==> config.mk <==
export PLATFORM = sky130hd
export DESIGN_NAME = odd_parity_tx
export DESIGN_NICKNAME = d
export VERILOG_FILES = /design/src/rtl/odd_parity_tx.sv
export SDC_FILE = /design/constraint.sdc
export NUM_CORES = 1
export LEC_CHECK = 0
export ABC_AREA = 0
export BUFFER_PORTS_ARGS = -buffer_cell sky130_fd_sc_hd__buf_4
export CAP_MARGIN = 20
export CORE_MARGIN = 5
export CORE_UTILIZATION = 47
export DETAILED_ROUTE_END_ITERATION = 7
export GPL_ROUTABILITY_DRIVEN = 0
export GPL_TIMING_DRIVEN = 0
export PLACE_DENSITY = 0.77
export SLEW_MARGIN = 10
export SYNTH_ARGS = -nofsm -noshare
export SYNTH_HDL_FRONTEND = slang
export SYNTH_SLANG_ARGS = --single-unit
==> constraint.sdc <==
create_clock -name clk -period 1.5 [get_ports clk]
set_input_delay 0.15 -clock clk [delete_from_list [all_inputs] [get_ports clk]]
set_output_delay 0.15 -clock clk [all_outputs]
set_load 0.1 [all_outputs]
==> src/rtl/odd_parity_tx.sv <==
// odd_parity_tx: MSB-first serial transmitter with a trailing odd-parity bit.
// Ports: clk, reset (async, active-low), start/data (load request), ready,
//        sout/sout_valid/is_parity (serial stream), done (end-of-burst pulse).
module odd_parity_tx #(
    parameter int WIDTH = 8
) (
    input  logic             clk,
    input  logic             reset,
    input  logic             start,
    input  logic [WIDTH-1:0] data,
    output logic             ready,
    output logic             sout,
    output logic             sout_valid,
    output logic             is_parity,
    output logic             done
);

    localparam int CW = (WIDTH > 1) ? $clog2(WIDTH) : 1;
    localparam logic [CW-1:0] CNT_LAST = CW'(WIDTH - 1);

    localparam logic [1:0] S_IDLE   = 2'd0;
    localparam logic [1:0] S_DATA   = 2'd1;
    localparam logic [1:0] S_PARITY = 2'd2;

    logic [1:0]       state_q, state_d;
    logic [WIDTH-1:0] shift_q, shift_d;
    logic             par_q, par_d;
    logic [CW-1:0]    cnt_q, cnt_d;
    logic             done_q, done_d;
    logic             accept;

    // A new frame may be taken in the parity cycle, which gives
    // gap-free back-to-back frames.
    assign ready  = (state_q == S_IDLE) || (state_q == S_PARITY);
    assign accept = start && ready;

    always_comb begin
        state_d = state_q;
        shift_d = shift_q;
        par_d   = par_q;
        cnt_d   = cnt_q;
        done_d  = 1'b0;
        if (accept) begin
            shift_d = data;
            par_d   = ~^data;
            cnt_d   = CNT_LAST;
            state_d = S_DATA;
        end else begin
            case (state_q)
                S_DATA: begin
                    shift_d = shift_q << 1;
                    if (cnt_q == '0) begin
                        state_d = S_PARITY;
                    end else begin
                        cnt_d = cnt_q - CW'(1);
                    end
                end
                S_PARITY: begin
                    state_d = S_IDLE;
                    done_d  = 1'b1;
                end
                S_IDLE: begin
                    state_d = S_IDLE;
                end
                default: begin
                    state_d = S_IDLE;
                end
            endcase
        end
    end

    always_ff @(posedge clk or negedge reset) begin
        if (!reset) begin
            state_q <= S_IDLE;
            shift_q <= '0;
            par_q   <= 1'b0;
            cnt_q   <= '0;
            done_q  <= 1'b0;
        end else begin
            state_q <= state_d;
            shift_q <= shift_d;
            par_q   <= par_d;
            cnt_q   <= cnt_d;
            done_q  <= done_d;
        end
    end

    // Serial outputs are decoded from registered state only.
    assign sout = ((state_q == S_DATA) && shift_q[WIDTH-1])
                || ((state_q == S_PARITY) && par_q);
    assign sout_valid = (state_q == S_DATA) || (state_q == S_PARITY);
    assign is_parity  = (state_q == S_PARITY);
    assign done       = done_q;

endmodule

======== After elaboration in Yosys (flattened, before gate mapping) ========
Index checks and enable logic that the tools add are counted.
operators by class
  multiplexer cells ....................... 10
  add/sub/neg operators ................... 1
  reductions and logical operators ........ 11
  equal/unequal tests ..................... 4
operator list
  kind                 count
  $mux 8               2
  $mux 3               3
  $reduce_xnor 8->1    1
  $mux 2               3
  $logic_and 1x1->1    3
  $logic_not 3->1      1
  $logic_or 1x1->1     3
  $ne 3x3->1 const B   1
  $sub 3x1->3 const B  1
  $eq 2x1->1 const B   1
  $eq 2x2->1 const B   1
  $logic_not 2->1      1
  $mux 1               2
  $ne 2x2->1 const B   1
  $reduce_and 2->1     1
  $reduce_bool 2->1    1
storage, ports and cells
  logic and storage cells ................. 31
  output and inout port bits .............. 5
  bits in registers ....................... 15
  bits of input ports ..................... 11

======== Logic depth before layout (Yosys ltp) ========
Gate-level depths: netlist (run 1).
  depth after elaboration ................. 5
  mapped depth ............................ 7
  mapped depth without buffers ............ 6

======== Worst setup path after synthesis (run 1) ========
No wires, ideal clock.
  kind .................................... flip-flop to flip-flop
  from .................................... register state_q[0]
  to ...................................... register state_q[1]
  path slack .............................. -0.854 ns
  path buffers ............................ 0
  data required time ...................... 1.375 ns
  arrival time ............................ 2.229 ns
  library setup time ...................... 0.125 ns
  clock period less this slack ............ 2.354 ns
  stages on the path, launching flop included .. 7
  cells stage by stage .................... dfrtp_1 inv_1 ha_1 or2_4 nand2_4 nand2_2 mux2_4
on the way
  cells in the longest elaborated chain, start to end .. 4
  elaborated cells between the ends (all ways) .. 8
  classes of those cells .................. eq/ne: 3; mux: 2; reduce/logical: 3
RTL lines
  element                                                       line  source
  start, declared                                               25    logic [1:0] state_q, state_d;
  start signal, assigned                                        80    state_q <= state_d;
  $eq 2x2->1 *                                                  --
  named net is_parity                                           14    output logic is_parity,
  $logic_or 1x1->1 *                                            34    assign ready = (state_q == S_IDLE) || (state_q == S_PARITY);
  named net ready                                               11    output logic ready,
  $logic_and 1x1->1 *                                           35    assign accept = start && ready;
  $ne 3x3->1 (no source line) / $mux 2 (equally long branches)  --
Mark *: on every way through the listed nets, which the timed path passes. The rest lies on a longest branch.
A chain may end at the register's enable or synchronous reset.

======== Worst setup path after layout (run 1) ========
  from .................................... register state_q[1]
  to ...................................... output sout
on the way
  cells in the longest elaborated chain, start to end .. 3
  elaborated cells between the ends (all ways) .. 5
  classes of those cells .................. eq/ne: 2; reduce/logical: 3
RTL lines
  element                                          line    source
  $eq 2x1->1 / $eq 2x2->1 (equally long branches)  89, 90
  $logic_and 1x1->1 (on tied branches)             89, 90
  $logic_or 1x1->1 *                               90      || ((state_q == S_PARITY) && par_q);
  end, declared                                    12      output logic sout,
Mark *: on every way between the ends. The rest lies on a longest branch, timed or not.

==> results.yml, run 1 <==
outcome:
  status: "complete, but fails checks"
  violations: "setup timing"
global_routing:
  grt_pass1_vias: 630
  grt_max_degree: 16
  grt_pass1_wl_um: 2684
  track_usage_pct: 14.08
  grt-ovfl-total: 0
  antenna_found_initial: 0
worst_setup_path:
  cp-start-kind: "register"
  worstPathArrival_ns: 1.44
  worstPathRequired_ns: 1.35
  cp_max_fo: 3
  critical-path-max-stage-delay_ns: 0.39
  critical_path_buf_inv_count: 3
  critPathTopFamily: "flip-flops"
  cpMaxStageDelayCell: "dfrtp_1"
  end_kind: "output pin"
  path_cells: "inv_2, ha_4, buf_8, a22o_4, buf_12"
  setup.worst_path.class: "register to output pin"
synth:
  synth_cell_type_count: 24
  yosysTopAreaCell: "dfrtp_1"
  yosysSeqAreaShare_pct: 45.52
  ys_seq_elements: 15
  ys_warn_count: 0
  yosys-top-cells-area: "dfrtp_1, ha_1, mux2i_1"
  syn_inst: 78
  synth.avg_cell_area_sq_um: 10.57
  synth_top_area_share_pct: 45.52
  syn_area_sq_um: 824.5
  synth_fp_nets: 95
sta:
  setup_viol_count_final: 4
  fin_skew_ns: 0.003582
  clock.fmax_mhz: 628.0
  tightest_slew_ns: 0.2799
  max_slew_margin_pct: 81.49
  min_period_over_period_pct: 106.2
  setup_ws_ns: -0.09238
  drv_slew: 0
  period_needed_ns: 1.592
  hold_viol_final: 0
  grt_setup_unrepaired: "yes"
cts:
  cts-root-buf: "clkbuf_4"
  cts_tree: "yes"
  h-tree-depth: 1
  cts.sink_count: 15
  clk-insertion-delay-late_ns: 0.29
  numCtsBuffers: 3
  clkTransAtPathRegs_ns: 0.09
  cts.path.max_buffers: 2
power_and_ir_drop:
  p_leak_nw: 0.5590
  finalPower_mw: 2.985
  pwr_density_cell_nw_per_um2: 2527
  ir_drop_mv: 1.450
finish:
  fillers: 109
  antenna_cells: 0
  syn2layout_area_growth_pct: 43.25
  final_common_cell: "buf_4"
  layout_common_cells: "buf_4, dfrtp_1, xnor2_1"
  layout-drive-gt1-share_pct: 42.59
  layout.nets: 126
  stdcell_area_sq_um: 1181
flow_run:
  max_cap_violations: 0
floorplanning:
  die_h_um: 51.89
  start_util_pct: 48.81
  io_pins: 16
  rows: 15
  die_x_um: 51.89
  dieArea_sq_um: 2692
  core_sq_um: 1689
routing:
  dr_total_vias: 629
  drt_iter0_drc: 2
  vias_per_cell: 5.032
  antenna_left: 0
  wl_per_cell_um: 14.06
  drc_errors: 0
  drt-total-wl_um: 1757
  drt_first_pass_iters: 4
placement:
  dp_hpwl_um: 1167
  placed_area_sq_um: 974.7
  port_buffers: 15
worst_hold_path:
  hold_class: "input pin to register"
-- power by group --
group | leakage [nW] | total [mW] | switching [mW] | internal, mW
Clock | 0.0177 | 0.240 | 0.141 | 0.0993
Sequential | 0.172 | 0.716 | 0.128 | 0.587
Combinational | 0.369 | 2.03 | 1.14 | 0.893
Total | 0.559 | 2.99 | 1.41 | 1.58
-- final timing paths --
kind,start,endpoint,slack [ns],cells after the start
setup / recovery,state_q[1],sout,-0.09,5
hold / removal,start,done,0.03,2
setup reg to reg,state_q[1],state_q[1],-0.05,6
hold reg to reg,cnt_q[1],cnt_q[1],0.51,2
max in group asynchronous,reset,done,1.09,2
min in group asynchronous,reset,shift_q[6],0.23,2
-- logic make-up (layout without fill, tap and decap cells) --
family | after synthesis | after routing | share of synthesized area (%)
AOI/OAI and AO/OA | 16 | 16 | 10.77
xor gates and xnor gates | 8 | 8 | 8.498
adders and majority gates | 6 | 6 | 9.104
buffers and inverters | 9 | 39 | 5.614
DFF | 15 | 15 | 45.52
muxes | 8 | 8 | 10.32
and+or+nand+nor | 16 | 16 | 10.17
-- through the flow --
step	utilization, %	setup slack [ns]	TNS [ns]	cells	hold WS [ns]
finish	69.93	-0.09238	-0.2440	125	0.03016
global route	69.93	-0.1293	-0.5173	125	0.03144
CTS	65.78	-0.09652	-0.1993	121	0.02697
detailed placement	57.70	-0.01494	-0.02956	110	0.01652
global placement	57.70	0.007742	0	110	0.01224
floorplan	-	-0.2773	-2.481	78	-0.1456
-- timing repair --
action | CTS | global route
buffers inserted | 6 | 3
gates cloned | 0 | 1
endpoints found under the hold margin | 15 | 0
pin swaps | 3 | 5
hold buffers | 1 | 0
setup endpoints to repair | 7 | 9
resized for setup | 14 | 11
-- layout make-up --
cell class	instances	area (sq um)	share of cell area, %
buffer	3	37.54	3.178
multi-input combinational	54	457.9	38.77
sequential	15	375.4	31.78
inverter	6	22.52	1.907
timing repair buffer	26	239.0	20.23
clock inverter	1	5.005	0.4237
clock buffer	3	22.52	1.907
tap	17	21.27	1.801
-- worst register-to-register path, cell delays in order (launching register included) --
cell	delay, ns
dfrtp_1	0.41
buf_6	0.13
ha_4	0.16
or2_4	0.27
nand2_4	0.12
nand2_4	0.06
mux2_4	0.30
-- cell usage after synthesis --
master    count
dfrtp_1      15
a21oi_1       8
mux2i_1       7
nor2_1        7
xnor2_1       7
ha_1          6
inv_1         6
o21ai_0       4
nand2_1       3
a22o_1        1
and3_1        1
buf_2         1
buf_4         1
buf_6         1
mux2_4        1
nand2_2       1
nand2_4       1
nand3b_1      1
nor2b_1       1
o211ai_1      1
o21a_1        1
o21ai_1       1
or2_4         1
xor2_1        1
-- sequential cells by signal, indices dropped and copies added (netlist names) --
name,cells
shift_q,8
cnt_q,3
done,1
par_q,1
state_q,2
-- metal layers --
metal	track usage, %	vias up	wire length, um
met3	2.579	5	56
met5	0	-	0
met4	9.170	0	48
met2	22.80	13	883
li1	-	316	-
met1	16.91	295	768
Power figures use the tool's default switching activity.
==> inputs of run 2 (changes only) <==
Settings changed: BUFFER_PORTS_ARGS -buffer_cell sky130_fd_sc_hd__buf_4 to -buffer_cell sky130_fd_sc_hd__buf_2.
==> results.yml, run 2 (synthesized netlist as in run 1, its figures left out) <==
floorplanning:
  rows: 15
  die_x_um: 51.89
  die_h_um: 51.89
  io_pins: 16
  start_util_pct: 48.81
  core_sq_um: 1689
  dieArea_sq_um: 2692
worst_setup_path:
  reg2reg_slack_ns: -0.06
  cp_max_fo: 4
  cp-endpoint: "ready"
  critical-path-max-stage-delay_ns: 0.42
  reg2reg_depth: 6
  rr_endpoint: "state_q[1]"
  path_cells: "buf_6, ha_4, or2_4, buf_12"
  reg2reg_from: "state_q[1]"
  cp-startpoint: "state_q[1]"
  setup.worst_path.class: "register to output pin"
  worstPathRequired_ns: 1.35
  cpMaxStageDelayCell: "dfrtp_1"
  cp-start-kind: "register"
  worstPathArrival_ns: 1.43
  end_kind: "output pin"
power_and_ir_drop:
  p_leak_nw: 0.5396
  pwr_density_cell_nw_per_um2: 2569
  finalPower_mw: 2.932
  ir_drop_mv: 1.218
flow_run:
  max_cap_violations: 0
cts:
  cts-root-buf: "clkbuf_4"
  cts.sink_count: 15
  clk-insertion-delay-late_ns: 0.28
  numCtsBuffers: 3
  cts.path.max_buffers: 2
  h-tree-depth: 1
  clkTransAtPathRegs_ns: 0.10
  cts_tree: "yes"
finish:
  largest_register_ffs: 8
  layout_common_cells: "dfrtp_1, buf_2"
  layout.nets: 123
  largest-register: "shift_q"
  top_regs: "shift_q: 8 flops, cnt_q: 3 flops, state_q: 2 flops"
  final_common_cell: "dfrtp_1"
  syn2layout_area_growth_pct: 38.39
  layout-drive-gt1-share_pct: 39.05
  antenna_cells: 0
  utilization_pct: 67.56
sta:
  max_slew_margin_pct: 67.87
  hold_viol_final: 0
  period_needed_ns: 1.579
  fin_skew_ns: 0.006937
  min_period_over_period_pct: 105.2
  tightest_slew_ns: 0.4853
  drv_slew: 0
  setup_ws_ns: -0.07860
  clock.fmax_mhz: 633.5
  setup_viol_count_final: 3
  grt_setup_unrepaired: "yes"
routing:
  drc_errors: 0
  drt_first_pass_iters: 4
  wl_per_cell_um: 14.76
  antenna_left: 0
  dr_total_vias: 653
  drt-total-wl_um: 1801
  vias_per_cell: 5.352
  drt_iter0_drc: 10
global_routing:
  grt-ovfl-total: 0
  grt_max_degree: 16
  grt_pass1_vias: 642
  grt_pass1_wl_um: 2911
  antenna_found_initial: 0
  track_usage_pct: 14.99
outcome:
  violations: "setup timing"
  status: "complete, but fails checks"
worst_hold_path:
  hold_class: "input pin to register"
placement:
  port_buffers: 15
  pre_cts_ws_ns: -0.1763
  dp_hpwl_um: 1208
## run 2: cell types whose count changed in the layout (fill, tap and decap cells not counted), sizes merged
cell    change
buf         -4
clkbuf      +1
## run 2: timing repair
action,4_1_cts,5_1_grt
pin swaps,4,4
hold buffers,1,0
hold endpoints to repair,15,0
setup buffers,5,2
resized for setup,18,10
cloned,0,1
setup endpoints to repair,15,15
## run 2: worst min-delay path by stage
stage | slack (ns) | to | start | depth (start not counted)
finish | 0.05 | done | start | 2
global placement | 0.07 | state_q[0] | reset | 1
CTS | 0.05 | done | start | 2
floorplan | -0.15 | cnt_q[0] | reset | 0
detailed placement | 0.07 | cnt_q[1] | reset | 1
global route | 0.04 | done | start | 2
## run 2: final cells by class
type / count / area, sq um
Tap cell: 17 / 21.27
Timing Repair Buffer: 24 / 221.5
Clock inverter: 1 / 5.005
Sequential cell: 15 / 376.6
Multi-Input combinational cell: 54 / 442.9
Clock buffer: 3 / 22.52
Inverter: 6 / 25.02
Buffer: 2 / 26.28
Fill cell: 115 / 548.0
## run 2: power by group
part	internal, mW	total [mW]	switching (mW)
Sequential	0.590	0.723	0.133
Clock	0.0990	0.232	0.133
Combinational	0.854	1.98	1.12
Total	1.54	2.93	1.39
## run 2: through the flow
stage / hold slack [ns] / std cells / setup TNS (ns) / area (sq um)
global placement: 0.06806 / 110 / -0.1109 / 937.1
floorplan: -0.1456 / 78 / -2.481 / 840.8
global route: 0.03604 / 122 / -0.5429 / 1141
detailed placement: 0.06748 / 110 / -0.4216 / 937.1
finish: 0.05294 / 122 / -0.1826 / 1141
CTS: 0.04771 / 120 / -0.2371 / 1077
## run 2: layer usage
metal | vias to the layer above | share of wire (%) | GRT usage, %
li1 | 315 | - | -
met5 | - | 0 | 0
met2 | 18 | 53 | 24.90
met4 | 0 | 1.5 | 10.48
met3 | 2 | 3.8 | 2.006
met1 | 318 | 41 | 17.64
## run 2: critical path: cells and delay by family, from the launching register on
family | cells | cell delay [ns]
flip-flops | 1 | 0.42
buffers and inverters | 2 | 0.31
adder cells (fa/ha/maj) | 1 | 0.16
AND/OR/NAND/NOR | 1 | 0.25
==> inputs of run 3 (changes only) <==
Settings changed: SKIP_LAST_GASP set to 1.
==> results.yml, run 3 (synthesized netlist as in run 1, its figures left out) <==
sta:
  grt_setup_unrepaired: "yes"
  period_needed_ns: 1.577
  drv_slew: 0
  setup_ws_ns: -0.07724
  hold_viol_final: 0
  setup_viol_count_final: 4
  clock.fmax_mhz: 634.0
  max_slew_margin_pct: 67.87
  tightest_slew_ns: 0.4853
  fin_skew_ns: 0.006937
  min_period_over_period_pct: 105.1
  holdWs_ns: 0.05244
worst_hold_path:
  hold_end: "done"
  hp-start: "start"
  hold_class: "input pin to register"
  holdPathStages: 2
power_and_ir_drop:
  p_leak_nw: 0.5375
  clkPwrFrac_pct: 8.0
  swShare_pct: 47.53
  p_seq_share_pct: 24.8
  intPower_mw: 1.528
  ir_drop_mv: 1.211
  finalPower_mw: 2.913
  p_switching_mw: 1.384
  pwr-share-comb_pct: 67.2
  pwr_density_cell_nw_per_um2: 2569
worst_setup_path:
  rr_endpoint: "state_q[1]"
  cp_max_fo: 4
  setup.worst_path.class: "register to output pin"
  worstPathRequired_ns: 1.35
  cp-start-kind: "register"
  worstPathArrival_ns: 1.43
  reg2reg_from: "state_q[1]"
  reg2reg_slack_ns: -0.06
  end_kind: "output pin"
  reg2reg_depth: 6
global_routing:
  grt-ovfl-total: 0
  antenna_found_initial: 0
  grt_max_degree: 16
  grt_pass1_vias: 642
  track_usage_pct: 14.99
  grt_pass1_wl_um: 2911
finish:
  layout-drive-gt1-share_pct: 39.05
  syn2layout_area_growth_pct: 37.48
  stdcell_area_sq_um: 1134
  layout.nets: 123
  largest-register: "shift_q"
  largest_register_ffs: 8
  final_common_cell: "dfrtp_1"
  layout_common_cells: "dfrtp_1, buf_2"
  top_regs: "shift_q: 8 flops, cnt_q: 3 flops, state_q: 2 flops"
  antenna_cells: 0
placement:
  port_buffers: 15
  dp_hpwl_um: 1208
  placed_area_sq_um: 937.1
outcome:
  status: "complete, but fails checks"
  violations: "setup timing"
routing:
  antenna_left: 0
  vias_per_cell: 5.369
  wl_per_cell_um: 14.78
  drt-total-wl_um: 1803
  dr_total_vias: 655
  drt_iter0_drc: 10
  drc_errors: 0
  drt_first_pass_iters: 4
cts:
  cts-root-buf: "clkbuf_4"
  numCtsBuffers: 3
  cts.sink_count: 15
  h-tree-depth: 1
  clk-insertion-delay-late_ns: 0.28
  cts_tree: "yes"
  cts.path.max_buffers: 2
  clkTransAtPathRegs_ns: 0.10
floorplanning:
  die_h_um: 51.89
  dieArea_sq_um: 2692
  start_util_pct: 48.81
  die_x_um: 51.89
  rows: 15
  io_pins: 16
  core_sq_um: 1689
flow_run:
  max_cap_violations: 0
run 3: cell count changes in the layout (fill, tap and decap cells not counted):
cell | before | now
buf_4 | 6 | 7
buf_8 | 2 | 1
run 3: metal layers:
| layer | vias up | GRT usage (%) | part of all wire, % |
|---|---|---|---|
| li1 | 315 | - | - |
| met4 | 0 | 10.48 | 1.5 |
| met5 | - | 0 | 0 |
| met2 | 18 | 24.90 | 53 |
| met3 | 2 | 2.006 | 3.8 |
| met1 | 320 | 17.64 | 41 |
run 3: worst max-delay path by stage:
| stage | startpoint | to | depth (start not counted) |
|---|---|---|---|
| floorplan | state_q[0] | state_q[1] | 6 |
| global placement | state_q[1] | sout | 5 |
| detailed placement | state_q[1] | sout | 5 |
| CTS | state_q[0] | sout | 4 |
| global route | state_q[1] | ready | 4 |
| finish | state_q[1] | ready | 4 |
run 3: area by class of cell:
class	instances	area, sq um
fillers	117	555.5
multi-input cells	54	442.9
flip-flops and latches	15	376.6
repair buffers	24	214.0
plain buffers	2	26.28
inverters	6	25.02
clock buffers	3	22.52
well taps	17	21.27
clock inverters	1	5.005
run 3: critical path, cell delays in order, from the launching register on:
cell and delay, ns:
dfrtp_1 0.42, buf_6 0.14, ha_4 0.16, or2_4 0.25, buf_12 0.17
run 3: per-stage QoR:
stage / setup TNS [ns] / setup WS, ns / instances / util [%]
3_5_place_dp: -0.4216 / -0.1763 / 110 / 55.48
4_1_cts: -0.2371 / -0.1139 / 120 / 63.78
6_report: -0.1842 / -0.07724 / 122 / 67.11
2_1_floorplan: -2.481 / -0.2773 / 78 / -
5_1_grt: -0.6124 / -0.1304 / 122 / 67.11
3_3_place_gp: -0.1109 / -0.1109 / 110 / 55.48
run 3: what timing repair did:
| item | in CTS | in global routing |
|---|---|---|
| buffers inserted | 5 | 2 |
| pin swaps | 4 | 4 |
| cloned | 0 | 1 |
| gates resized for setup | 18 | 8 |
| endpoints found under the setup margin | 15 | 15 |
| endpoints found under the hold margin | 15 | 0 |
| hold buffers | 1 | 0 |
run 3: power by group through the flow:
stage	registers, mW	logic (mW)	clock network, mW
2_1_floorplan	0.718	1.24	0
3_3_place_gp	0.696	1.42	0
3_5_place_dp	0.712	1.47	0
4_1_cts	0.704	1.80	0.239
5_1_grt	0.748	2.08	0.261
6_report	0.723	1.96	0.232
